--- src/rtl/br_pkg.sv ---
// Shared types and helpers for the branch resolution / prediction unit.
package br_pkg;

    localparam logic [6:0] OPC_BRANCH = 7'h63;
    localparam logic [3:0] ALU_ADD    = 4'd0;

    typedef enum logic [2:0] {
        F3_BEQ  = 3'd0,
        F3_BNE  = 3'd1,
        F3_BLT  = 3'd4,
        F3_BGE  = 3'd5,
        F3_BLTU = 3'd6,
        F3_BGEU = 3'd7
    } funct3_e;

    typedef enum logic [1:0] {
        SNT = 2'b00,
        WNT = 2'b01,
        WT  = 2'b10,
        ST  = 2'b11
    } bht_state_t;

    function automatic bht_state_t sat_inc(input bht_state_t s);
        return (s == ST) ? ST : bht_state_t'(s + 2'd1);
    endfunction

    function automatic bht_state_t sat_dec(input bht_state_t s);
        return (s == SNT) ? SNT : bht_state_t'(s - 2'd1);
    endfunction

endpackage

--- src/rtl/bht_table.sv ---
// Branch-history table of 2-bit saturating counters: async read for IF,
// read-modify-write training port for EX, synchronous reset to weakly not-taken.
module bht_table
    import br_pkg::*;
#(
    parameter int DEPTH = 64,
    localparam int IDX_W = $clog2(DEPTH)
) (
    input  logic             clk,
    input  logic             rst_n,
    input  logic [IDX_W-1:0] rd_idx,
    output bht_state_t       rd_state,
    input  logic             upd_en,
    input  logic [IDX_W-1:0] upd_idx,
    input  logic             upd_taken
);

    bht_state_t mem [DEPTH];
    bht_state_t upd_cur;

    // IF read sees the stored value only; a same-cycle update is not bypassed.
    assign rd_state = mem[rd_idx];
    assign upd_cur  = mem[upd_idx];

    always_ff @(posedge clk) begin
        if (!rst_n) begin
            for (int i = 0; i < DEPTH; i++) begin
                mem[i] <= WNT;
            end
        end else if (upd_en) begin
            mem[upd_idx] <= upd_taken ? sat_inc(upd_cur) : sat_dec(upd_cur);
        end
    end

endmodule

--- src/rtl/branch_resolve_predict.sv ---
// EX-stage branch resolution with BHT prediction for IF.
// Optional performance counters enabled by defining BRU_PERF_CNT_EN.
module branch_resolve_predict
    import br_pkg::*;
#(
    parameter int XLEN      = 32,
    parameter int BHT_DEPTH = 64,
    parameter int CNT_W     = 32
) (
    input  logic             clk,
    input  logic             rst_n,
    input  logic [XLEN-1:0]  if_pc,
    output logic             if_pred_taken,
    input  logic             ex_valid,
    input  logic             ex_stall,
    input  logic [6:0]       ex_opcode,
    input  logic [2:0]       ex_funct3,
    input  logic [XLEN-1:0]  ex_pc,
    input  logic             ex_pred_taken,
    input  logic             br_eq,
    input  logic             br_lt,
    output logic             br_un,
    input  logic             a_sel_i,
    input  logic             b_sel_i,
    input  logic             pc_sel_i,
    input  logic [3:0]       alu_sel_i,
    output logic             a_sel_o,
    output logic             b_sel_o,
    output logic             pc_sel_o,
    output logic [3:0]       alu_sel_o,
    output logic             redirect,
    output logic             redirect_src,
    output logic             illegal_br,
    output logic [CNT_W-1:0] br_count,
    output logic [CNT_W-1:0] mispred_count
);

    localparam int IDX_W = $clog2(BHT_DEPTH);

    logic       is_br;
    logic       taken;
    logic       f3_taken;
    logic       f3_illegal;
    logic       bht_upd;
    bht_state_t if_state;
    logic       unused_pc_bits;

    assign is_br = ex_valid && (ex_opcode == OPC_BRANCH);

    always_comb begin
        f3_taken   = 1'b0;
        f3_illegal = 1'b0;
        case (ex_funct3)
            F3_BEQ:           f3_taken = br_eq;
            F3_BNE:           f3_taken = ~br_eq;
            F3_BLT, F3_BLTU:  f3_taken = br_lt;
            F3_BGE, F3_BGEU:  f3_taken = ~br_lt;
            default:          f3_illegal = 1'b1;
        endcase
    end

    assign taken        = is_br & f3_taken;
    assign illegal_br   = is_br & f3_illegal;
    assign br_un        = is_br & ex_funct3[1];
    assign redirect     = is_br & (taken != ex_pred_taken);
    assign redirect_src = ~taken;

    // Taken branches compute PC+imm in the ALU; not-taken ones fall through.
    always_comb begin
        a_sel_o   = a_sel_i;
        b_sel_o   = b_sel_i;
        pc_sel_o  = pc_sel_i;
        alu_sel_o = alu_sel_i;
        if (is_br) begin
            a_sel_o   = taken;
            b_sel_o   = taken;
            pc_sel_o  = taken;
            alu_sel_o = ALU_ADD;
        end
    end

    assign bht_upd = is_br & ~ex_stall;

    bht_table #(.DEPTH(BHT_DEPTH)) u_bht (
        .clk       (clk),
        .rst_n     (rst_n),
        .rd_idx    (if_pc[IDX_W+1:2]),
        .rd_state  (if_state),
        .upd_en    (bht_upd),
        .upd_idx   (ex_pc[IDX_W+1:2]),
        .upd_taken (taken)
    );

    assign if_pred_taken  = if_state[1];
    assign unused_pc_bits = ^{if_pc[XLEN-1:IDX_W+2], if_pc[1:0],
                              ex_pc[XLEN-1:IDX_W+2], ex_pc[1:0]};

`ifdef BRU_PERF_CNT_EN
    always_ff @(posedge clk) begin
        if (!rst_n) begin
            br_count      <= '0;
            mispred_count <= '0;
        end else if (bht_upd) begin
            if (br_count != '1) begin
                br_count <= br_count + 1'b1;
            end
            if (redirect && (mispred_count != '1)) begin
                mispred_count <= mispred_count + 1'b1;
            end
        end
    end
`else
    assign br_count      = '0;
    assign mispred_count = '0;
`endif

endmodule

--- config.mk ---
export PLATFORM = sky130hd
export DESIGN_NAME = branch_resolve_predict
export DESIGN_NICKNAME = d
export VERILOG_FILES = /design/src/rtl/br_pkg.sv /design/src/rtl/bht_table.sv /design/src/rtl/branch_resolve_predict.sv
export SDC_FILE = /design/constraint.sdc
export NUM_CORES = 1
export LEC_CHECK = 0
export CAP_MARGIN = 20
export CORE_MARGIN = 2
export CORE_UTILIZATION = 45
export DETAILED_ROUTE_END_ITERATION = 7
export PLACE_DENSITY = 0.75
export SLEW_MARGIN = 20
export SYNTH_ARGS = -nofsm -noshare
export SYNTH_HDL_FRONTEND = slang
export SYNTH_SLANG_ARGS = --single-unit
export TNS_END_PERCENT = 20
--- constraint.sdc ---
create_clock -name clk -period 3.85 [get_ports clk]
set_input_delay 0.77 -clock clk [delete_from_list [all_inputs] [get_ports clk]]
set_output_delay 0.77 -clock clk [all_outputs]
set_load 0.1 [all_outputs]
==> flow_summary.ini <==
[route]
via_per_inst = 6.17
drtIter0Drc = 942
dr.pass1.iters = 5
drcViolationCount = 0
wl_per_cell_um = 21.5
vias = 6049
ant_nets = 0
routed_wl_mm = 21.0

[timing]
fin_crit_sh = 0.993
fmax_ghz = 0.262
worst_slew_pin_slew_ns = 0.670
setup_viol = 0
finalClockSkew_ns = 0.00849
period_minus_slack_ns = 3.82
finalHoldViolations = 0
slew_viol_final = 0
rsz0062_at_grt = false
relSlewSlack = 0.552
tns_ns = 0

[floorplan]
design.core.area_um2 = 16700
die_y_um = 135
ios = 164
rows = 47
dieArea_um2 = 18300
fp.dieW_um = 135
start_util = 0.463

[yosys]
synthTopCellsByArea = edfxtp_1 50%, mux4_2 10%, buf_4 6.4%, nor3_1 4.5%, o21ai_0 4.3%
synth_area_leader_cell = edfxtp_1
synth-main-ff-cell = edfxtp_1
netlist_area_um2 = 7740
yosys_register_bits = 128
synth.top_cells.by_count = 128 x edfxtp_1, 70 x nor3_1, 67 x o21ai_0
synth-seq-area-share = 0.497
syn_avg_cell_area_um2 = 11.0
synth_top_area_frac = 0.497
synth_most_common_cell = edfxtp_1
ys_warn_count = 0
synth_async_sr_flop_share = 0
synth_cell_types = 55
synth-edff-count = 128
syn-instance-count = 706

[layout]
fillers = 1409
largest_reg_flops = 128
layoutNonFillerInstCount = 980
drive_above_1_share = 0.196
area_growth_pct = 17.4
seq_area_um2 = 3840
top_regs = u_bht.mem: 128 flops
multi_input_area_um2 = 3240
design_area_um2 = 9080
fin_nets = 837
n_antenna_cell = 0
largest_register = u_bht.mem

[clocking]
ctsHtreeMaxLevel = 4
root_buffer = clkbuf_16
hold_buffers = 0
clk_latency_ns = 0.42
cts_buffers = 17
clk_pin_slew_ns = 0.06
cts.path.max_buffers = 2
cts_tree = yes
cts.sinks = 128

[placed_design]
dp_hpwl_mm = 14.4
place_inst = 949
io_buffers = 47
place_area_um2 = 8520
gp_congestion = 0.945

[status]
status = finished clean

[setup_path]
critPathLaunchType = primary input
arrival_ns = 3.05
end_kind = primary output
required_ns = 3.08
critical_path_class = primary input to primary output
worstPathMaxFanout = 16

[global_route]
grt_antenna_before_repair = 0
grt_start_max_net_pins = 65
grt_overflow = 0
grt_pass1_wl_mm = 31.8
grt_pass1_vias = 5633
gr-usage-all-layers = 0.233

[power_and_ir_drop]
p_clk_frac = 0.385
fin_total_pwr_mw = 3.87
power_leakage_nw = 2.98
power.switching_mw = 1.16
combPwrFrac = 0.207
p_seq_frac = 0.408
power.density_nw_per_um2 = 426
ir_worst_vdd_uv = 329
swShare = 0.299
p_int_mw = 2.71

[min_path]
worstHoldPathType = primary input to flop

[job]
drv_cap = 0
## what timing repair did
item | in CTS | in global routing
endpoints found under the hold margin | 0 | 0
cloned | 1 | 0
gates resized for setup | 3 | 1
setup endpoints to repair | 1 | 1
setup buffers | 0 | 0
## per-layer routing
layer	share of wire	GRT usage
met1	0.37	0.311
met2	0.48	0.378
met3	0.12	0.0458
met4	0.028	0.0926
met5	0	0
## final timing paths
kind | from | to | slack, ns | depth (start not counted)
min | rst_n | u_bht.mem[0][0] | 0.98 | 4
min reg2reg | u_bht.mem[56][1] | u_bht.mem[35][0] | 1.49 | 8
max reg2reg | u_bht.mem[62][0] | u_bht.mem[31][0] | 0.86 | 7
max | if_pc[3] | if_pred_taken | 0.03 | 6
## worst max-delay path, stage by stage
cell             delay (ns)
clkdlybuf4s50_1        0.50
buf_12                 0.18
mux4_2                 0.33
mux4_2                 0.52
mux4_2                 0.54
buf_12                 0.20
## kinds of logic (layout without fill, tap and decap cells)
family | after synthesis | count (layout) | synth area share
buf+inv | 153 | 144 | 0.118
xor+xnor | 1 | 1 | 0.00113
fa+ha+maj | 2 | 2 | 0.00275
flops | 128 | 128 | 0.497
mux | 56 | 56 | 0.130
simple gates | 250 | 250 | 0.162
compound gates | 115 | 115 | 0.0894
other cells | 1 | 64 | 0.000485
## through the flow
step / utilization / worst slack, ns / hold slack [ns]
final: 0.544 / 0.0286 / 0.980
after global routing: 0.544 / 0.0145 / 0.988
after CTS: 0.544 / 0.0137 / 0.961
after detailed placement: 0.510 / -0.191 / 1.38
after global placement: 0.510 / -0.177 / 1.38
after floorplan: - / -0.133 / 1.14
## power by group through the flow
| stage | sequential, mW | combinational [mW] | clock [mW] |
|---|---|---|---|
| 2_1_floorplan | 1.60 | 0.651 | 0 |
| 3_3_place_gp | 1.60 | 0.778 | 0 |
| 3_5_place_dp | 1.61 | 0.784 | 0 |
| 4_1_cts | 1.58 | 0.793 | 1.49 |
| 5_1_grt | 1.58 | 0.834 | 1.55 |
| 6_report | 1.58 | 0.801 | 1.49 |
## placed cells by master (no fill, tap or decap), types with 3 or more instances in the layout
cell	netlist	final
o21a_1	3	3
a22oi_1	3	3
nand2b_1	6	6
or3b_2	5	5
nand2_1	55	55
clkbuf_1	55	4
nand3_1	7	7
nor2b_1	13	12
nand3b_1	5	5
a211oi_1	6	6
nor3_1	70	70
and3_1	3	3
buf_4	66	52
inv_1	4	4
buf_2	14	3
nor2_1	47	47
mux4_2	35	35
and2_1	3	3
clkinv_2	0	3
o22ai_1	5	5
a21oi_1	8	8
mux2i_1	18	18
o21ai_0	67	67
nand4_1	24	24
mux2_2	3	3
a221oi_1	3	3
buf_12	0	21
clkdlybuf4s50_1	0	31
nor3b_1	3	3
clkinv_1	1	4
conb_1	1	64
edfxtp_1	128	128
clkbuf_16	0	17
## area by class of cell
cell class,count,share of cell area
clock inverter,9,0.0103
sequential,128,0.423
multi-input combinational,488,0.356
tap,220,0.0303
timing repair buffer,109,0.129
clock buffer,21,0.0485
inverter,5,0.00207
No activity file was read; power rests on OpenSTA's default activity.
